`src/rtl/rsa_pkg.sv`:
```
// Shared definitions for the RSA engine scheduler: defaults, FSM encoding, pointer helper.
package rsa_pkg;

   localparam int WIDTH_DEF   = 32;
   localparam int TIMEOUT_DEF = 65535;

   typedef enum logic [1:0] {
      ST_IDLE   = 2'd0,
      ST_LAUNCH = 2'd1,
      ST_WAIT   = 2'd2,
      ST_RESP   = 2'd3
   } state_t;

   // Round-robin successor of index idx in a ring of n requesters.
   function automatic int next_ptr(input int idx, input int n);
      if (idx + 1 >= n) begin
         return 0;
      end else begin
         return idx + 1;
      end
   endfunction

endpackage

```
`src/rtl/rsa_scheduler_rr_arbiter.sv`:
```
// Combinational round-robin arbiter: first active request at or after ptr wins.
module rr_arbiter #(
   parameter int NREQ = 4,
   parameter int PW   = 2
) (
   input  logic [NREQ-1:0] req,
   input  logic [PW-1:0]   ptr,
   output logic [NREQ-1:0] winner
);

   logic [PW:0] idx_s;
   logic        found_s;

   // Scan the ring starting at ptr and mark the first requester found.
   always_comb begin
      winner  = '0;
      found_s = 1'b0;
      idx_s   = '0;
      for (int k = 0; k < NREQ; k++) begin
         idx_s = {1'b0, ptr} + (PW+1)'(k);
         if (idx_s >= (PW+1)'(NREQ)) begin
            idx_s = idx_s - (PW+1)'(NREQ);
         end else begin
            idx_s = idx_s;
         end
         if (!found_s && req[idx_s[PW-1:0]]) begin
            winner[idx_s[PW-1:0]] = 1'b1;
            found_s               = 1'b1;
         end else begin
            found_s = found_s;
         end
      end
   end

endmodule

```
`src/rtl/rsa_scheduler.sv`:
```
// Shares one RSA engine among NREQ requesters: round-robin grant, launch,
// wait for completion (with timeout abort) and return the result.
module rsa_scheduler
   import rsa_pkg::*;
#(
   parameter int NREQ    = 4,
   parameter int WIDTH   = WIDTH_DEF,
   parameter int TIMEOUT = TIMEOUT_DEF
) (
   input  logic                  clk,
   input  logic                  reset,
   input  logic [NREQ-1:0]       req,
   input  logic [NREQ*WIDTH-1:0] req_text,
   input  logic [NREQ*WIDTH-1:0] req_key,
   input  logic [NREQ*WIDTH-1:0] req_mod,
   output logic [NREQ-1:0]       grant,
   output logic [NREQ-1:0]       rsp_valid,
   output logic [WIDTH-1:0]      rsp_text,
   output logic                  rsp_error,
   output logic                  eng_go,
   output logic                  eng_divide,
   output logic [WIDTH-1:0]      eng_input_text,
   output logic [WIDTH-1:0]      eng_key,
   output logic [WIDTH-1:0]      eng_mod,
   input  logic [WIDTH-1:0]      eng_output_text,
   input  logic                  eng_done
);

   localparam int PW = (NREQ > 1) ? $clog2(NREQ) : 1;
   localparam int CW = $clog2(TIMEOUT + 1);

   state_t           state_r, state_nxt_s;
   logic [PW-1:0]    ptr_r;
   logic [NREQ-1:0]  owner_r;
   logic [CW-1:0]    cnt_r;
   logic [NREQ-1:0]  winner_s;
   logic [PW-1:0]    win_idx_s;
   logic [WIDTH-1:0] text_sel_s, key_sel_s, mod_sel_s;
   logic             load_s, launch_s, finish_s, timeout_s;

   logic [NREQ-1:0]  grant_r, rsp_valid_r;
   logic [WIDTH-1:0] rsp_text_r, eng_text_r, eng_key_r, eng_mod_r;
   logic             rsp_error_r, eng_go_r, eng_divide_r;

   rr_arbiter #(.NREQ(NREQ), .PW(PW)) u_arb (
      .req    (req),
      .ptr    (ptr_r),
      .winner (winner_s)
   );

   // Encode the one-hot winner and select its operand slices.
   always_comb begin
      win_idx_s  = '0;
      text_sel_s = '0;
      key_sel_s  = '0;
      mod_sel_s  = '0;
      for (int i = 0; i < NREQ; i++) begin
         if (winner_s[i]) begin
            win_idx_s  = PW'(i);
            text_sel_s = req_text[i*WIDTH +: WIDTH];
            key_sel_s  = req_key[i*WIDTH +: WIDTH];
            mod_sel_s  = req_mod[i*WIDTH +: WIDTH];
         end else begin
            win_idx_s = win_idx_s;
         end
      end
   end

   // FSM state register.
   always_ff @(posedge clk or negedge reset) begin
      if (!reset) begin
         state_r <= ST_IDLE;
      end else begin
         state_r <= state_nxt_s;
      end
   end

   // Next-state logic and single-cycle control strobes for the datapath.
   always_comb begin
      state_nxt_s = state_r;
      load_s      = 1'b0;
      launch_s    = 1'b0;
      finish_s    = 1'b0;
      timeout_s   = 1'b0;
      case (state_r)
         ST_IDLE: begin
            if (|req) begin
               load_s      = 1'b1;
               state_nxt_s = ST_LAUNCH;
            end else begin
               state_nxt_s = ST_IDLE;
            end
         end
         ST_LAUNCH: begin
            launch_s    = 1'b1;
            state_nxt_s = ST_WAIT;
         end
         ST_WAIT: begin
            // Completion wins over a timeout landing in the same cycle.
            if (eng_done) begin
               finish_s    = 1'b1;
               state_nxt_s = ST_RESP;
            end else if (cnt_r == CW'(TIMEOUT)) begin
               finish_s    = 1'b1;
               timeout_s   = 1'b1;
               state_nxt_s = ST_RESP;
            end else begin
               state_nxt_s = ST_WAIT;
            end
         end
         ST_RESP: begin
            state_nxt_s = ST_IDLE;
         end
         default: begin
            state_nxt_s = ST_IDLE;
         end
      endcase
   end

   // Datapath: arbitration pointer, operand capture, engine handshake, response.
   always_ff @(posedge clk or negedge reset) begin
      if (!reset) begin
         ptr_r        <= '0;
         owner_r      <= '0;
         cnt_r        <= '0;
         grant_r      <= '0;
         rsp_valid_r  <= '0;
         rsp_text_r   <= '0;
         rsp_error_r  <= 1'b0;
         eng_go_r     <= 1'b0;
         eng_divide_r <= 1'b0;
         eng_text_r   <= '0;
         eng_key_r    <= '0;
         eng_mod_r    <= '0;
      end else begin
         grant_r      <= load_s ? winner_s : '0;
         eng_divide_r <= launch_s;
         rsp_valid_r  <= finish_s ? owner_r : '0;
         rsp_error_r  <= timeout_s;
         rsp_text_r   <= (finish_s && !timeout_s) ? eng_output_text : '0;
         if (load_s) begin
            owner_r    <= winner_s;
            ptr_r      <= PW'(next_ptr(int'(win_idx_s), NREQ));
            eng_text_r <= text_sel_s;
            eng_key_r  <= key_sel_s;
            eng_mod_r  <= mod_sel_s;
         end
         if (launch_s) begin
            eng_go_r <= 1'b1;
         end else if (finish_s) begin
            eng_go_r <= 1'b0;
         end
         if (launch_s) begin
            cnt_r <= '0;
         end else if (state_r == ST_WAIT && !finish_s) begin
            cnt_r <= cnt_r + CW'(1);
         end
      end
   end

   assign grant          = grant_r;
   assign rsp_valid      = rsp_valid_r;
   assign rsp_text       = rsp_text_r;
   assign rsp_error      = rsp_error_r;
   assign eng_go         = eng_go_r;
   assign eng_divide     = eng_divide_r;
   assign eng_input_text = eng_text_r;
   assign eng_key        = eng_key_r;
   assign eng_mod        = eng_mod_r;

endmodule

```
`config.mk`:
```
export PLATFORM = sky130hd
export DESIGN_NAME = rsa_scheduler
export DESIGN_NICKNAME = d
export VERILOG_FILES = /design/src/rtl/rsa_pkg.sv /design/src/rtl/rsa_scheduler_rr_arbiter.sv /design/src/rtl/rsa_scheduler.sv
export SDC_FILE = /design/constraint.sdc
export NUM_CORES = 1
export LEC_CHECK = 0
export CAP_MARGIN = 10
export CORE_AREA = 2 2 216 218
export CTS_CLUSTER_DIAMETER = 40
export DETAILED_ROUTE_END_ITERATION = 8
export DIE_AREA = 0 0 218 220
export PLACE_DENSITY = 0.51
export SETUP_SLACK_MARGIN = 0.4
export SLEW_MARGIN = 30
export SYNTH_ARGS = -nofsm -noshare
export SYNTH_HDL_FRONTEND = slang
export SYNTH_SLANG_ARGS = --single-unit
```
`constraint.sdc`:
```
create_clock -name clk -period 4 [get_ports clk]
set_input_delay 0.6 -clock clk [delete_from_list [all_inputs] [get_ports clk]]
set_output_delay 0.6 -clock clk [all_outputs]
set_load 0.01 [all_outputs]
```
==> summary.md <==
| Metric | Value |
|---|---|
| Status | complete, no violations |
| Max-slew violations | 0 |
| # clock sinks | 163 |
| Die height | 220 um |
| Yosys reg bits | 163 |
| Min cycle time layout | 3390 ps |
| Crit path required time | 4370 ps |
| DR pass1 iterations | 4 |
| Die footprint | 48000 um2 |
| Via density | 4.92 |
| RSZ-0062 raised after global routing | no |
| Static Leak | 6.02 nW |
| Net count after synthesis | 1358 |
| Crit start category | flop |
| NumNets Final | 1861 |
| Critical R2R Capture | eng_key[1] |
| Synth area leaders | dfrtp_1 47%, a221oi_1 9.8%, o211ai_1 8.3%, o22ai_1 6.9%, a21oi_1 5.7% |
| Layout cells sized above 1 | 5.42% |
| Max cap viols | 0 |
| Worst-path clk slew | 80 ps |
| Tcrit/Tclk final | 84.7% |
| Area of the multi-input gates | 4270 um2 |
| IO buf count | 561 |
| Slew at the pin closest to its max-slew limit | 891 ps |
| Sequential area share after synthesis | 46.7% |
| Placer congestion estimate | 0.825 |
| Detailed Route Iter0 Violations | 647 |
| Post-Synthesis Cells | 924 |
| Hold Path Class | in -> async |
| DRT Wirelength | 45500 um |
| Worst Clk Skew | 13.9 ps |
| Vias in the first global route | 10144 |
| Synthesized cell area | 8730 um2 |
| Via count | 10069 |
| Pin count of the biggest net entering global routing | 103 |
| GRT overflow | 0 |
| Setup slack at placement | 75.5 ps |
| Unique cell type count in the Yosys netlist | 42 |
| Critical Path Max Stage Delay | 580 ps |
| Ports | 562 |
| Clock Path Buffers | 2 |
| Initial Utilization | 19.0% |
| RR Startpoint | ptr_r[1] |
| Die X | 218 um |
| Worst-path cell chain | inv_1 -> ha_1 -> mux4_2 -> or2_1 -> o311ai_4 -> buf_4 -> buf_4 -> o21ba_2 -> a221oi_1 -> o22ai_1 |
| CTS tree | done |
| Dpl hpwl | 30600 um |
| Slowest-stage cell, CP | mux4_2 |
| Clock latency on the worst-skew pair | 490 ps |
| Initial antenna violation count | 1 |
| Yosys top cell area share | 46.7% |
| Worst r2r path cells | 10 |
| Seq. cell area | 4080 um2 |
| Crit Path Class | reg -> reg |
| Worst setup EP type | flop |
| Hold Vio Cnt, Final | 0 |
| Fillers | 4733 |
| Syn. warnings | 0 |
| Clk root buf | clkbuf_16 |
| Num CTS Buffers | 17 |
| Most used cell, CP | buf_4 |
| H-tree Lvls | 4 |
| Layout Area Growth over Synthesis | 80.6% |
| Post-detailed-route wirelength per cell | 22.2 um |
| Fmax | 295 MHz |
| Global-route wire length before repair | 64600 um |
| Worst EP arrival | 3760 ps |
| PD cells | 833 nW/um2 |
| Setup TNS Final | 0 ps |
| CP max FO | 11 |
| Critical path launch point | ptr_r[1] |
| Maximum vdd drop | 601 uV |
| Setup WS post-layout | 610 ps |
| Core region area | 45900 um2 |
| Drt drc | 0 |
| Max_slew headroom | 40.0% |
| Routed Antenna Nets | 0 |
| Reg-to-reg slack, setup | 610 ps |
| Placement Rows | 79 |
| Avg Inst Size Synth | 9.45 um2 |
| # setup viols final | 0 |
| Overall global routing resource usage | 18.3% |
| Dominant cell type by area after synthesis | dfrtp_1 |
cell usage in the layout (no fill, tap or decap), drive strengths merged, types with 8 or more instances in the layout:
cell,Yosys,routed
a21oi,100,100
a221oi,98,98
and2,8,8
and3,34,34
buf,11,28
clkbuf,95,18
clkdlybuf4s50,0,560
dfrtp,163,163
ha,11,11
inv,9,17
nand2,10,10
nor2,117,117
o211ai,97,97
o22ai,96,96
xnor2,11,11
cell type report:
class | instances | share of cell area [%]
flip-flops and latches | 163 | 25.9
repair buffers | 588 | 38.1
clock buffers | 18 | 2.78
diodes | 1 | 0.0159
inverters | 9 | 0.214
multi-input cells | 648 | 27.1
well taps | 607 | 4.81
clock inverters | 14 | 1.17
repair_timing:
| action | 4_1_cts | 5_1_grt |
|---|---|---|
| gates cloned | 2 | 0 |
| hold buffers | 0 | 0 |
| buffers inserted | 5 | 0 |
| resized for setup | 2 | 2 |
| endpoints found under the setup margin | 25 | 26 |
| pin swaps | 2 | 0 |
cell usage after synthesis, drive strengths merged:
cell,instances
nor2b,7
nor2,117
and4,2
xnor2,11
a22o,2
inv,9
clkbuf,95
mux2i,1
o311ai,2
and3,34
nand2b,1
a211o,1
and2,8
xor2,3
a21oi,100
mux4,4
nand3,7
a2111oi,1
o21ba,1
nand3b,3
buf,11
or2,2
o21a,2
o22ai,96
dfrtp,163
ha,11
nor3,7
nand2,10
o21bai,1
nand4,1
nor4b,1
a21o,4
or3,1
a221oi,98
o211ai,97
nor4,5
o21ai,3
mux2,2
worst max-delay path by stage:
stage                         endpoint
finish                      eng_key[1]
global route               eng_mod[25]
CTS                        eng_mod[30]
detailed placement  eng_input_text[17]
global placement    eng_input_text[25]
floorplan           eng_input_text[26]
worst max-delay path, delay by kind of cell, from the launching register on:
family | cells | cell delay (ps)
buffers and inverters | 3 | 420
adders and majority gates | 1 | 390
AOI/OAI and AO/OA | 4 | 1100
DFF | 1 | 450
muxes | 1 | 580
and+or+nand+nor | 1 | 330
state kept, by name, indices dropped and copies added (netlist names):
signal          count
cnt_r              16
eng_divide          1
eng_go              1
eng_input_text     32
eng_key            32
eng_mod            32
grant               4
owner_r             4
ptr_r               2
rsp_error           1
rsp_text           32
rsp_valid           4
state_r             2
stage by stage:
stage,hold slack [ps],util (%),total power [mW],instance area (um2),cells
floorplan,304,-,7.44,8730,924
global placement,452,32.8,11.0,15000,2008
detailed placement,457,32.8,11.1,15000,2008
CTS,126,34.4,13.2,15800,2047
global route,165,34.4,14.0,15800,2048
finish,111,34.4,13.1,15800,2048
cells by family after synthesis:
group | count (synthesis) | synth area share (%)
simple gates | 206 | 11.0
xor+xnor | 14 | 1.40
buf+inv | 115 | 5.41
fa+ha+maj | 11 | 1.58
flops | 163 | 46.7
compound gates | 408 | 32.5
mux | 7 | 1.40
report_power, final:
| group | internal (mW) | leakage (nW) | switching (mW) |
|---|---|---|---|
| Clock | 0.918 | 0.305 | 0.884 |
| Combinational | 3.70 | 3.71 | 4.96 |
| Sequential | 2.33 | 2.01 | 0.356 |
| Total | 6.94 | 6.02 | 6.20 |
layer usage:
metal | vias up | wire length, um | GRT usage (%)
met5 | - | 0 | 0
met4 | 0 | 1470 | 8.64
met3 | 79 | 3770 | 5.42
met2 | 525 | 22100 | 29.6
met1 | 4868 | 18200 | 22.3
li1 | 4597 | - | -
No activity file was read; power rests on OpenSTA's default activity.
